**src/rtl/jtkicker_psgseq_pkg.sv**
```systemverilog
// Shared types and constants for the PSG write scheduler.
package jtkicker_psgseq_pkg;

    // Engine states for replaying one queued write to a PSG.
    typedef enum logic [2:0] {
        IDLE    = 3'd0,
        SETUP   = 3'd1,
        STROBE  = 3'd2,
        WAIT_LO = 3'd3,
        WAIT_HI = 3'd4
    } state_t;

    // Queue entry: target chip plus the data byte to write.
    localparam int ENTRY_W = 9;

    // Width of the ready-handshake timeout counter.
    localparam int TMO_W = 10;

    typedef struct packed {
        logic       chip;
        logic [7:0] data;
    } entry_t;

    // One-hot mask of the chip addressed by an entry.
    function automatic logic [1:0] chip_mask(input logic chip);
        return chip ? 2'b10 : 2'b01;
    endfunction

endpackage

```
**src/rtl/jtkicker_psgseq_fifo.sv**
```systemverilog
// Circular write queue with two push ports (port 0 lands first) and one pop.
module jtkicker_psgseq_fifo #(
    parameter int AW = 2,
    parameter int W  = 9
) (
    input  logic         clk,
    input  logic         rstn,
    input  logic         push0,
    input  logic [W-1:0] din0,
    input  logic         push1,
    input  logic [W-1:0] din1,
    input  logic         pop,
    output logic [W-1:0] dout,
    output logic         full,
    output logic         empty,
    output logic [AW:0]  free
);

    localparam int DEPTH = 1 << AW;
    localparam logic [AW:0] DEPTH_C = (AW+1)'(DEPTH);

    logic [W-1:0]  mem [DEPTH];
    logic [AW:0]   wr_ptr;
    logic [AW:0]   rd_ptr;
    logic [AW:0]   count;
    logic          pop_ok;
    logic [AW-1:0] wa0;
    logic [AW-1:0] wa1;

    // Occupancy and status; free slots include the slot released by a same-cycle pop.
    always_comb begin
        count  = wr_ptr - rd_ptr;
        empty  = (count == '0);
        full   = (count == DEPTH_C);
        pop_ok = pop & ~empty;
        free   = DEPTH_C - count + {{AW{1'b0}}, pop_ok};
        wa0    = wr_ptr[AW-1:0];
        wa1    = wa0 + {{(AW-1){1'b0}}, push0};
        dout   = mem[rd_ptr[AW-1:0]];
    end

    // Storage writes: port 0 takes the first free slot, port 1 the one after it.
    always_ff @(posedge clk) begin
        if (push0) mem[wa0] <= din0;
        if (push1) mem[wa1] <= din1;
    end

    // Pointer update; the extra MSB keeps full and empty distinct.
    always_ff @(posedge clk or negedge rstn) begin
        if (!rstn) begin
            wr_ptr <= '0;
            rd_ptr <= '0;
        end else begin
            wr_ptr <= wr_ptr + {{AW{1'b0}}, push0} + {{AW{1'b0}}, push1};
            rd_ptr <= rd_ptr + {{AW{1'b0}}, pop_ok};
        end
    end

endmodule

```
**src/rtl/jtkicker_psgseq.sv**
```systemverilog
// Queues CPU writes to the two PSGs and replays them one at a time with a
// cs / wr strobe and the chip's ready handshake.
//
// Ready handshake: psg_rdy[n] high means chip n is idle and may take a write.
// A strobe is only started after rdy is seen high; the chip acknowledges by
// dropping rdy and signals completion by raising it again. A stuck rdy is
// bounded by the timeout counter.
module jtkicker_psgseq
    import jtkicker_psgseq_pkg::*;
#(
    parameter int FIFO_AW  = 2,
    parameter int WAIT_MAX = 1023
) (
    input  logic       clk,
    input  logic       rstn,
    input  logic       cpu_cen,
    input  logic [1:0] latch_we,
    input  logic [1:0] trig_we,
    input  logic [7:0] cpu_dout,
    input  logic       ovf_clr,
    input  logic [1:0] psg_rdy,
    output logic [7:0] psg_din,
    output logic [1:0] psg_cs_n,
    output logic [1:0] psg_wr_n,
    output logic       busy,
    output logic [1:0] ovf
);

    localparam logic [TMO_W-1:0] WAIT_MAX_C = TMO_W'(WAIT_MAX);

    logic [1:0][7:0]     lat;
    logic                req0, req1;
    logic                acc0, acc1;
    logic [1:0]          drop;
    logic [ENTRY_W-1:0]  fifo_dout;
    logic                fifo_full, fifo_empty;
    logic [FIFO_AW:0]    fifo_free;
    logic                pop;

    state_t              state, state_nx;
    logic [TMO_W-1:0]    cnt, cnt_nx;
    entry_t              work;
    logic                rdy_sel;
    logic [1:0]          cs_n_nx, wr_n_nx;
    logic                busy_nx;

    // CPU-side data latches.
    always_ff @(posedge clk or negedge rstn) begin
        if (!rstn) begin
            lat <= '0;
        end else if (cpu_cen) begin
            if (latch_we[0]) lat[0] <= cpu_dout;
            if (latch_we[1]) lat[1] <= cpu_dout;
        end
    end

    // Push acceptance: chip 0 claims a slot first, chip 1 needs a second one if both fire.
    always_comb begin
        req0 = cpu_cen & trig_we[0];
        req1 = cpu_cen & trig_we[1];
        acc0 = req0 & (~fifo_full | pop);
        acc1 = req1 & (fifo_free > {{FIFO_AW{1'b0}}, acc0});
        drop = {req1 & ~acc1, req0 & ~acc0};
    end

    jtkicker_psgseq_fifo #(
        .AW (FIFO_AW),
        .W  (ENTRY_W)
    ) u_fifo (
        .clk   (clk),
        .rstn  (rstn),
        .push0 (acc0),
        .din0  ({1'b0, lat[0]}),
        .push1 (acc1),
        .din1  ({1'b1, lat[1]}),
        .pop   (pop),
        .dout  (fifo_dout),
        .full  (fifo_full),
        .empty (fifo_empty),
        .free  (fifo_free)
    );

    // Sticky drop flags; a drop in the same cycle as a clear still sets the flag.
    always_ff @(posedge clk or negedge rstn) begin
        if (!rstn) begin
            ovf <= 2'b00;
        end else if (cpu_cen & ovf_clr) begin
            ovf <= drop;
        end else begin
            ovf <= ovf | drop;
        end
    end

    assign pop     = (state == IDLE) & ~fifo_empty;
    assign rdy_sel = psg_rdy[work.chip];

    // Engine next state and timeout counter.
    always_comb begin
        state_nx = state;
        cnt_nx   = cnt;
        case (state)
            IDLE: begin
                if (!fifo_empty) state_nx = SETUP;
            end
            SETUP: begin
                if (rdy_sel) state_nx = STROBE;
            end
            STROBE: begin
                state_nx = WAIT_LO;
                cnt_nx   = '0;
            end
            WAIT_LO: begin
                if (!rdy_sel || cnt == WAIT_MAX_C) state_nx = WAIT_HI;
                else                               cnt_nx   = cnt + 1'b1;
            end
            WAIT_HI: begin
                if (rdy_sel || cnt == WAIT_MAX_C) state_nx = IDLE;
                else                              cnt_nx   = cnt + 1'b1;
            end
            default: begin
                state_nx = IDLE;
            end
        endcase
    end

    // Chip-side strobes derived from the current state; registered so they never glitch.
    always_comb begin
        cs_n_nx = 2'b11;
        wr_n_nx = 2'b11;
        busy_nx = ~fifo_empty | (state != IDLE);
        case (state)
            SETUP, WAIT_LO, WAIT_HI: begin
                cs_n_nx = ~chip_mask(work.chip);
            end
            STROBE: begin
                cs_n_nx = ~chip_mask(work.chip);
                wr_n_nx = ~chip_mask(work.chip);
            end
            default: begin
                cs_n_nx = 2'b11;
            end
        endcase
    end

    // Engine registers: state, counter, working entry and chip-side outputs.
    always_ff @(posedge clk or negedge rstn) begin
        if (!rstn) begin
            state    <= IDLE;
            cnt      <= '0;
            work     <= '0;
            psg_din  <= 8'h00;
            psg_cs_n <= 2'b11;
            psg_wr_n <= 2'b11;
            busy     <= 1'b0;
        end else begin
            state    <= state_nx;
            cnt      <= cnt_nx;
            psg_cs_n <= cs_n_nx;
            psg_wr_n <= wr_n_nx;
            busy     <= busy_nx;
            if (pop)             work    <= fifo_dout;
            if (state == SETUP)  psg_din <= work.data;
        end
    end

endmodule

```
**config.mk**
```make
export PLATFORM = sky130hd
export DESIGN_NAME = jtkicker_psgseq
export DESIGN_NICKNAME = d
export VERILOG_FILES = /design/src/rtl/jtkicker_psgseq_pkg.sv /design/src/rtl/jtkicker_psgseq_fifo.sv /design/src/rtl/jtkicker_psgseq.sv
export SDC_FILE = /design/constraint.sdc
export NUM_CORES = 1
export LEC_CHECK = 0
export CAP_MARGIN = 10
export CORE_MARGIN = 3
export CORE_UTILIZATION = 55
export CTS_CLUSTER_DIAMETER = 150
export DETAILED_ROUTE_END_ITERATION = 12
export DONT_BUFFER_PORTS = 1
export PLACE_DENSITY_LB_ADDON = 0.25
export SKIP_LAST_GASP = 1
export SYNTH_ARGS = -nofsm -noshare
export SYNTH_HDL_FRONTEND = slang
export SYNTH_SLANG_ARGS = --single-unit
```
**constraint.sdc**
```tcl
create_clock -name clk -period 4 [get_ports clk]
set_input_delay 0.4 -clock clk [delete_from_list [all_inputs] [get_ports clk]]
set_output_delay 0.4 -clock clk [all_outputs]
set_load 0.01 [all_outputs]
```
==> run_results.csv, run 1 <==
group,metric,value,unit
pwr,ir_drop,319.8,uV
finish,diodes,0,
placement,gp_congestion,0.8070,
placement,pre_cts_ws,0.2372,ns
sta,setup_viol,0,
sta,worst_pin_slew,0.6688,ns
sta,fin_crit,3.761,ns
finish,drive_above_1_share,22.85,%
setup_path,rrSetupSlack,0.24,ns
placement,port-buffer-count,0,
placement,dp_cells,456,
logic_synthesis,yosysUniqueCellTypes,44,
setup_path,r2r_start,"u_fifo.wr_ptr[1]",
routing,wl_per_cell,16.66,um
setup_path,cp.required,4.03,ns
die,die-area,9394,um^2
pwr,p_leak,2.195,nW
global_routing,antenna_found_initial,0,
routing,vias,2713,
die,start_util,57.65,%
sta,max_freq,265.9,MHz
logic_synthesis,synth-edff-count,32,
sta,hold_viol_final,0,
setup_path,critPathLaunchType,"flop",
sta,fin_hold_ws,0.1871,ns
setup_path,end_kind,"flop",
logic_synthesis,ys_ff_latch,95,
die,io_pins,33,
setup_path,regToRegEndpoint,"u_fifo.mem[0][5]",
finish,final_cell_count_no_fill,474,
sta,setup_tns,0,ns
clocking,cts_tree,"built",
setup_path,crit_path_end,"u_fifo.mem[0][5]",
die,die_h,96.93,um
finish,utilization,62.63,%
die,rows,32,
global_routing,grt_pass1_vias,2699,
pwr,power.density,768.2,nW/um^2
logic_synthesis,yosys_warnings,0,
clocking,cts.sinks,95,
sta,report.final.slew_viol_count,0,
finish,nets,396,
global_routing,gr-usage-all-layers,17.94,%
sta,period_share,94.04,%
clocking,clk_latency,0.35,ns
sta,relSlewSlack,55.32,%
sta,fin_skew,0.008762,ns
setup_path,cp.arrival,3.79,ns
routing,drtPass1Iterations,6,
routing,drc_errors,0,
logic_synthesis,syn_area,4547,um^2
job,drv_cap,0,
logic_synthesis,async_flop_share,62.11,%
global_routing,grt_start_max_net_pins,60,
run_status,outcome,"complete, no violations",
sta,timing.final.ws_setup,0.2385,ns
clocking,cts_made_buffers,9,
placement,dp_hpwl,5842,um
global_routing,grt_pass1_wl,13630,um
routing,wl,7897,um
die,core-area,7888,um^2
clocking,clk_pin_slew,0.10,ns
routing,vias_per_cell,5.724,
routing,drtIter0Drc,98,
finish,area_growth,8.641,%
setup_path,reg2reg_depth,11,
clocking,cts.path.max_buffers,2,
clocking,cts_root_buffer,"clkbuf_8",
setup_path,crit_fanout,10,
global_routing,overflow,0,
logic_synthesis,avgSynthCellArea,12.74,um^2
routing,postRouteAntennaNets,0,
die,die_w,96.93,um
hold_path,worst_hold_path_type,"input pin to flop",
logic_synthesis,synth_ff_type,"dfrtp_1",
setup_path,crit_start,"u_fifo.wr_ptr[1]",
setup_path,path_class,"flop to flop",
logic_synthesis,yosysSeqAreaShare,55.48,%
clocking,h-tree-depth,3,
logic_synthesis,syn_inst,357,
logic_synthesis,syn-num-nets,386,
per-layer routing:
layer | GRT usage (%) | part of all wire, %
met1 | 25.73 | 46
met2 | 26.86 | 47
met3 | 4.686 | 6.6
met4 | 5.832 | 0.57
met5 | 0 | 0
stage by stage:
step / instance area, um^2 / total power [mW]
after detailed placement: 4677 / 3.088
after CTS: 4933 / 3.806
final: 4940 / 3.795
after global placement: 4677 / 3.038
after floorplan: 4547 / 2.764
after global routing: 4940 / 4.061
synthesized netlist by cell type (2+ instances only):
cell,instances,share of area [%]
fa_1,2,0.88
or3_1,6,0.83
nand2_1,56,4.6
xnor2_1,2,0.39
or4_1,2,0.33
ha_1,9,2.5
edfxtp_1,32,21
buf_2,4,0.44
nor4_2,4,1.1
dfstp_2,4,2.3
clkbuf_1,6,0.50
nor3_1,2,0.22
mux2i_1,33,7.3
dfxtp_1,4,1.8
nor2b_1,6,0.83
mux4_2,9,4.5
mux2_2,34,8.4
nand2b_1,4,0.55
nor3_2,2,0.44
dfrtp_1,55,30
o311ai_0,2,0.39
buf_6,3,0.74
a21oi_1,8,0.88
nand4_1,2,0.28
o21ai_0,11,1.2
nand3_1,5,0.55
a32o_1,2,0.44
or4_4,2,0.50
xor2_1,3,0.58
nor2_1,8,0.66
inv_1,22,1.8
worst min-delay path by stage:
stage | from | end | slack [ns] | cells past startpoint
after floorplan | rstn | busy | 0.10 | 0
after global placement | rstn | cnt[6] | 0.11 | 0
after detailed placement | rstn | cnt[6] | 0.11 | 0
after CTS | cpu_dout[4] | lat[4] | 0.17 | 1
after global routing | cpu_dout[1] | lat[9] | 0.17 | 1
final | cpu_dout[7] | lat[15] | 0.19 | 1
critical path, cell delays in order (launching register included):
cell,delay (ns)
dfrtp_1,0.50
inv_1,0.16
fa_1,0.42
xnor3_1,0.29
nor2b_1,0.20
nand2b_1,0.17
ha_1,0.33
ha_1,0.27
nor2_1,0.11
nor3_2,0.09
or4_4,0.60
nand2_1,0.30
placed cells by master, fill, tap and decap left out, types with 4 or more instances in the layout:
cell       n
clkbuf_8   9
nand2b_1   4
ha_1       9
nand2_1   56
a21oi_1    8
buf_4     11
nor2b_1    6
nor2_1     8
or3_1      6
edfxtp_1  32
dfrtp_1   55
dfxtp_1    4
nand3_1    5
mux2_2    34
o21ai_0   11
mux2i_1   33
mux4_2     9
nor4_2     4
inv_1     22
dfstp_2    4
flip-flops by register name (all words and copies together) (netlist names):
register and count:
u_fifo.rd_ptr 3, psg_din 8, u_fifo.mem 36, psg_wr_n 2, cnt 10, state 3, work 9, lat 16
u_fifo.wr_ptr 3, busy 1, psg_cs_n 2, ovf 2
cell families (layout without fill, tap and decap cells):
group / Yosys count / after routing / share of synthesized area (%)
buffers and inverters: 36 / 51 / 3.577
XOR/XNOR: 7 / 7 / 1.816
multiplexers: 76 / 76 / 20.14
AND/OR/NAND/NOR: 102 / 102 / 11.47
adder cells (fa/ha/maj): 11 / 11 / 3.357
flip-flops: 95 / 95 / 55.48
AO/OA/AOI/OAI: 30 / 30 / 4.156
area by class of cell:
class | count | area [um^2]
tap | 102 | 127.6
inverter | 22 | 82.58
clock buffer | 10 | 127.6
clock inverter | 6 | 91.34
timing repair buffer | 13 | 120.1
sequential | 95 | 2522
fill | 591 | 2948
multi-input combinational | 226 | 1868
report_power, final:
group / total [mW] / switching (mW) / internal (mW) / leakage, nW
logic: 1.48 / 0.765 / 0.717 / 1.03
clock network: 0.699 / 0.340 / 0.359 / 0.112
registers: 1.61 / 0.227 / 1.39 / 1.05
total: 3.79 / 1.33 / 2.46 / 2.20
timing repair:
item / in CTS / in global routing
hold buffers: 2 / 0
hold endpoints to repair: 59 / 0
setup buffers: 0 / 0
endpoints found under the setup margin: 0 / 8
resized for setup: 0 / 1
Note: power is estimated with default switching activity, not from simulation.
==> run 2, diff against run 1 <==
Settings changed: PLACE_DENSITY set to 0.85, PLACE_DENSITY_LB_ADDON 0.25 to unset.
==> run 2 against run 1 <==
Via count rose by 1.9%. Clock power fell by 1%. Worst hold slack barely moved. Critical path depth is the same. Largest cell class unchanged. Combinational power about the same.
==> run_results.csv, run 2 (same netlist as run 1, synthesis figures left out) <==
group,metric,value,unit
run_status,outcome,"complete, no violations",
clocking,cts_tree,"built",
sta,period_share,94.30,%
finish,largest_reg_flops,36,
sta,setup_tns,0,ns
die,die-area,9394,um^2
setup_path,r2r_start,"u_fifo.wr_ptr[1]",
placement,gp_congestion,0.8521,
die,core-area,7888,um^2
routing,wl,8152,um
finish,drive_above_1_share,22.91,%
setup_path,reg2reg_depth,11,
sta,max_freq,265.1,MHz
sta,hold_viol_final,0,
finish,diodes,0,
routing,vias_per_cell,5.846,
finish,final_cell_count_no_fill,473,
sta,report.final.slew_viol_count,0,
sta,fin_crit,3.772,ns
die,rows,32,
die,die_h,96.93,um
global_routing,overflow,0,
die,start_util,57.65,%
clocking,cts.path.max_buffers,2,
routing,drtIter0Drc,161,
clocking,cts_made_buffers,9,
setup_path,cp.required,4.03,ns
setup_path,crit_path_end,"u_fifo.mem[2][7]",
setup_path,end_kind,"flop",
routing,vias,2765,
clocking,h-tree-depth,3,
pwr,p_leak,2.178,nW
sta,fin_skew,0.01183,ns
setup_path,crit_fanout,10,
finish,final_cell_mix,"nand2_1, dfrtp_1, mux2_2",
finish,top_regs,"u_fifo.mem x36, lat x16, cnt x10",
routing,wl_per_cell,17.23,um
setup_path,cp.arrival,3.80,ns
clocking,cts.sinks,95,
finish,utilization,62.56,%
setup_path,critPathLaunchType,"flop",
placement,port-buffer-count,0,
finish,regMostFlops,"u_fifo.mem",
pwr,total_power,3.787,mW
sta,worst_pin_slew,0.6787,ns
die,die_w,96.93,um
routing,drtPass1Iterations,4,
placement,placed_area,4669,um^2
routing,drc_errors,0,
global_routing,grt_pass1_vias,2788,
pwr,power.density,767.5,nW/um^2
global_routing,antenna_found_initial,0,
clocking,clk_latency,0.36,ns
sta,setup_viol,0,
global_routing,grt_pass1_wl,13700,um
pwr,ir_drop,339.2,uV
clocking,cts_root_buffer,"clkbuf_8",
hold_path,worst_hold_path_type,"input pin to flop",
global_routing,gr-usage-all-layers,18.15,%
clocking,clk_pin_slew,0.09,ns
finish,nets,395,
finish,area_growth,8.530,%
sta,rsz0062_at_grt,"no",
global_routing,grt_start_max_net_pins,60,
setup_path,path_class,"flop to flop",
setup_path,crit_start,"u_fifo.wr_ptr[1]",
sta,relSlewSlack,54.66,%
job,drv_cap,0,
die,io_pins,33,
routing,postRouteAntennaNets,0,
setup_path,rrSetupSlack,0.23,ns
placement,dp_cells,455,
setup_path,regToRegEndpoint,"u_fifo.mem[2][7]",
finish,final_cell_area,4935,um^2
placement,dp_hpwl,6184,um
run 2: cell count changes in the layout (fill, tap and decap cells not counted), sizes merged:
cell / before / now
buf: 12 / 11
clkbuf: 10 / 9
inv: 25 / 23
clkinvlp: 0 / 3
run 2: stage by stage:
stage	hold slack, ns	setup slack (ns)
floorplan	0.1044	0.1914
global placement	0.1061	0.3741
detailed placement	0.1058	0.2408
CTS	0.1726	0.2054
global route	0.1635	0.005890
finish	0.1867	0.2279
run 2: cell type report:
cell class | instances | area (um^2)
Clock buffer | 9 | 123.9
Clock inverter | 7 | 95.09
Fill cell | 573 | 2953
Inverter | 22 | 82.58
Multi-Input combinational cell | 226 | 1871
Sequential cell | 95 | 2522
Tap cell | 102 | 127.6
Timing Repair Buffer | 12 | 112.6
run 2: per-layer routing:
metal / up-vias / routed length [um] / track usage [%]
li1: 1290 / - / -
met1: 1369 / 3572 / 24.72
met2: 97 / 3885 / 28.72
met3: 9 / 603 / 4.975
met4: 0 / 91 / 5.292
met5: - / 0 / 0
run 2: where the power goes:
part	switching, mW	total [mW]	internal [mW]
Clock	0.338	0.690	0.352
Sequential	0.230	1.62	1.39
Combinational	0.774	1.48	0.706
run 2: worst min path at each step:
stage                           start       to  slack [ns]  cells past startpoint
after floorplan                  rstn     busy        0.10                      0
after global placement           rstn   cnt[6]        0.11                      0
after detailed placement         rstn   cnt[8]        0.11                      0
after CTS                 cpu_dout[7]  lat[15]        0.17                      1
after global routing      cpu_dout[2]  lat[10]        0.16                      1
final                     cpu_dout[7]  lat[15]        0.19                      1
run 2: worst max-delay path, stage by stage, from the launching register on:
cell      delay (ns)
dfrtp_1         0.50
inv_1           0.16
fa_1            0.41
xnor3_1         0.35
nor2b_1         0.26
nand2b_1        0.16
ha_1            0.24
ha_1            0.27
nor2_1          0.11
nor3_2          0.09
or4_4           0.59
nand2_1         0.30
run 2: what timing repair did:
| action | CTS | global route |
|---|---|---|
| hold buffers | 2 | 0 |
| setup buffers | 0 | 0 |
| gates resized for setup | 0 | 2 |
| setup endpoints to repair | 0 | 16 |
| endpoints found under the hold margin | 59 | 0 |
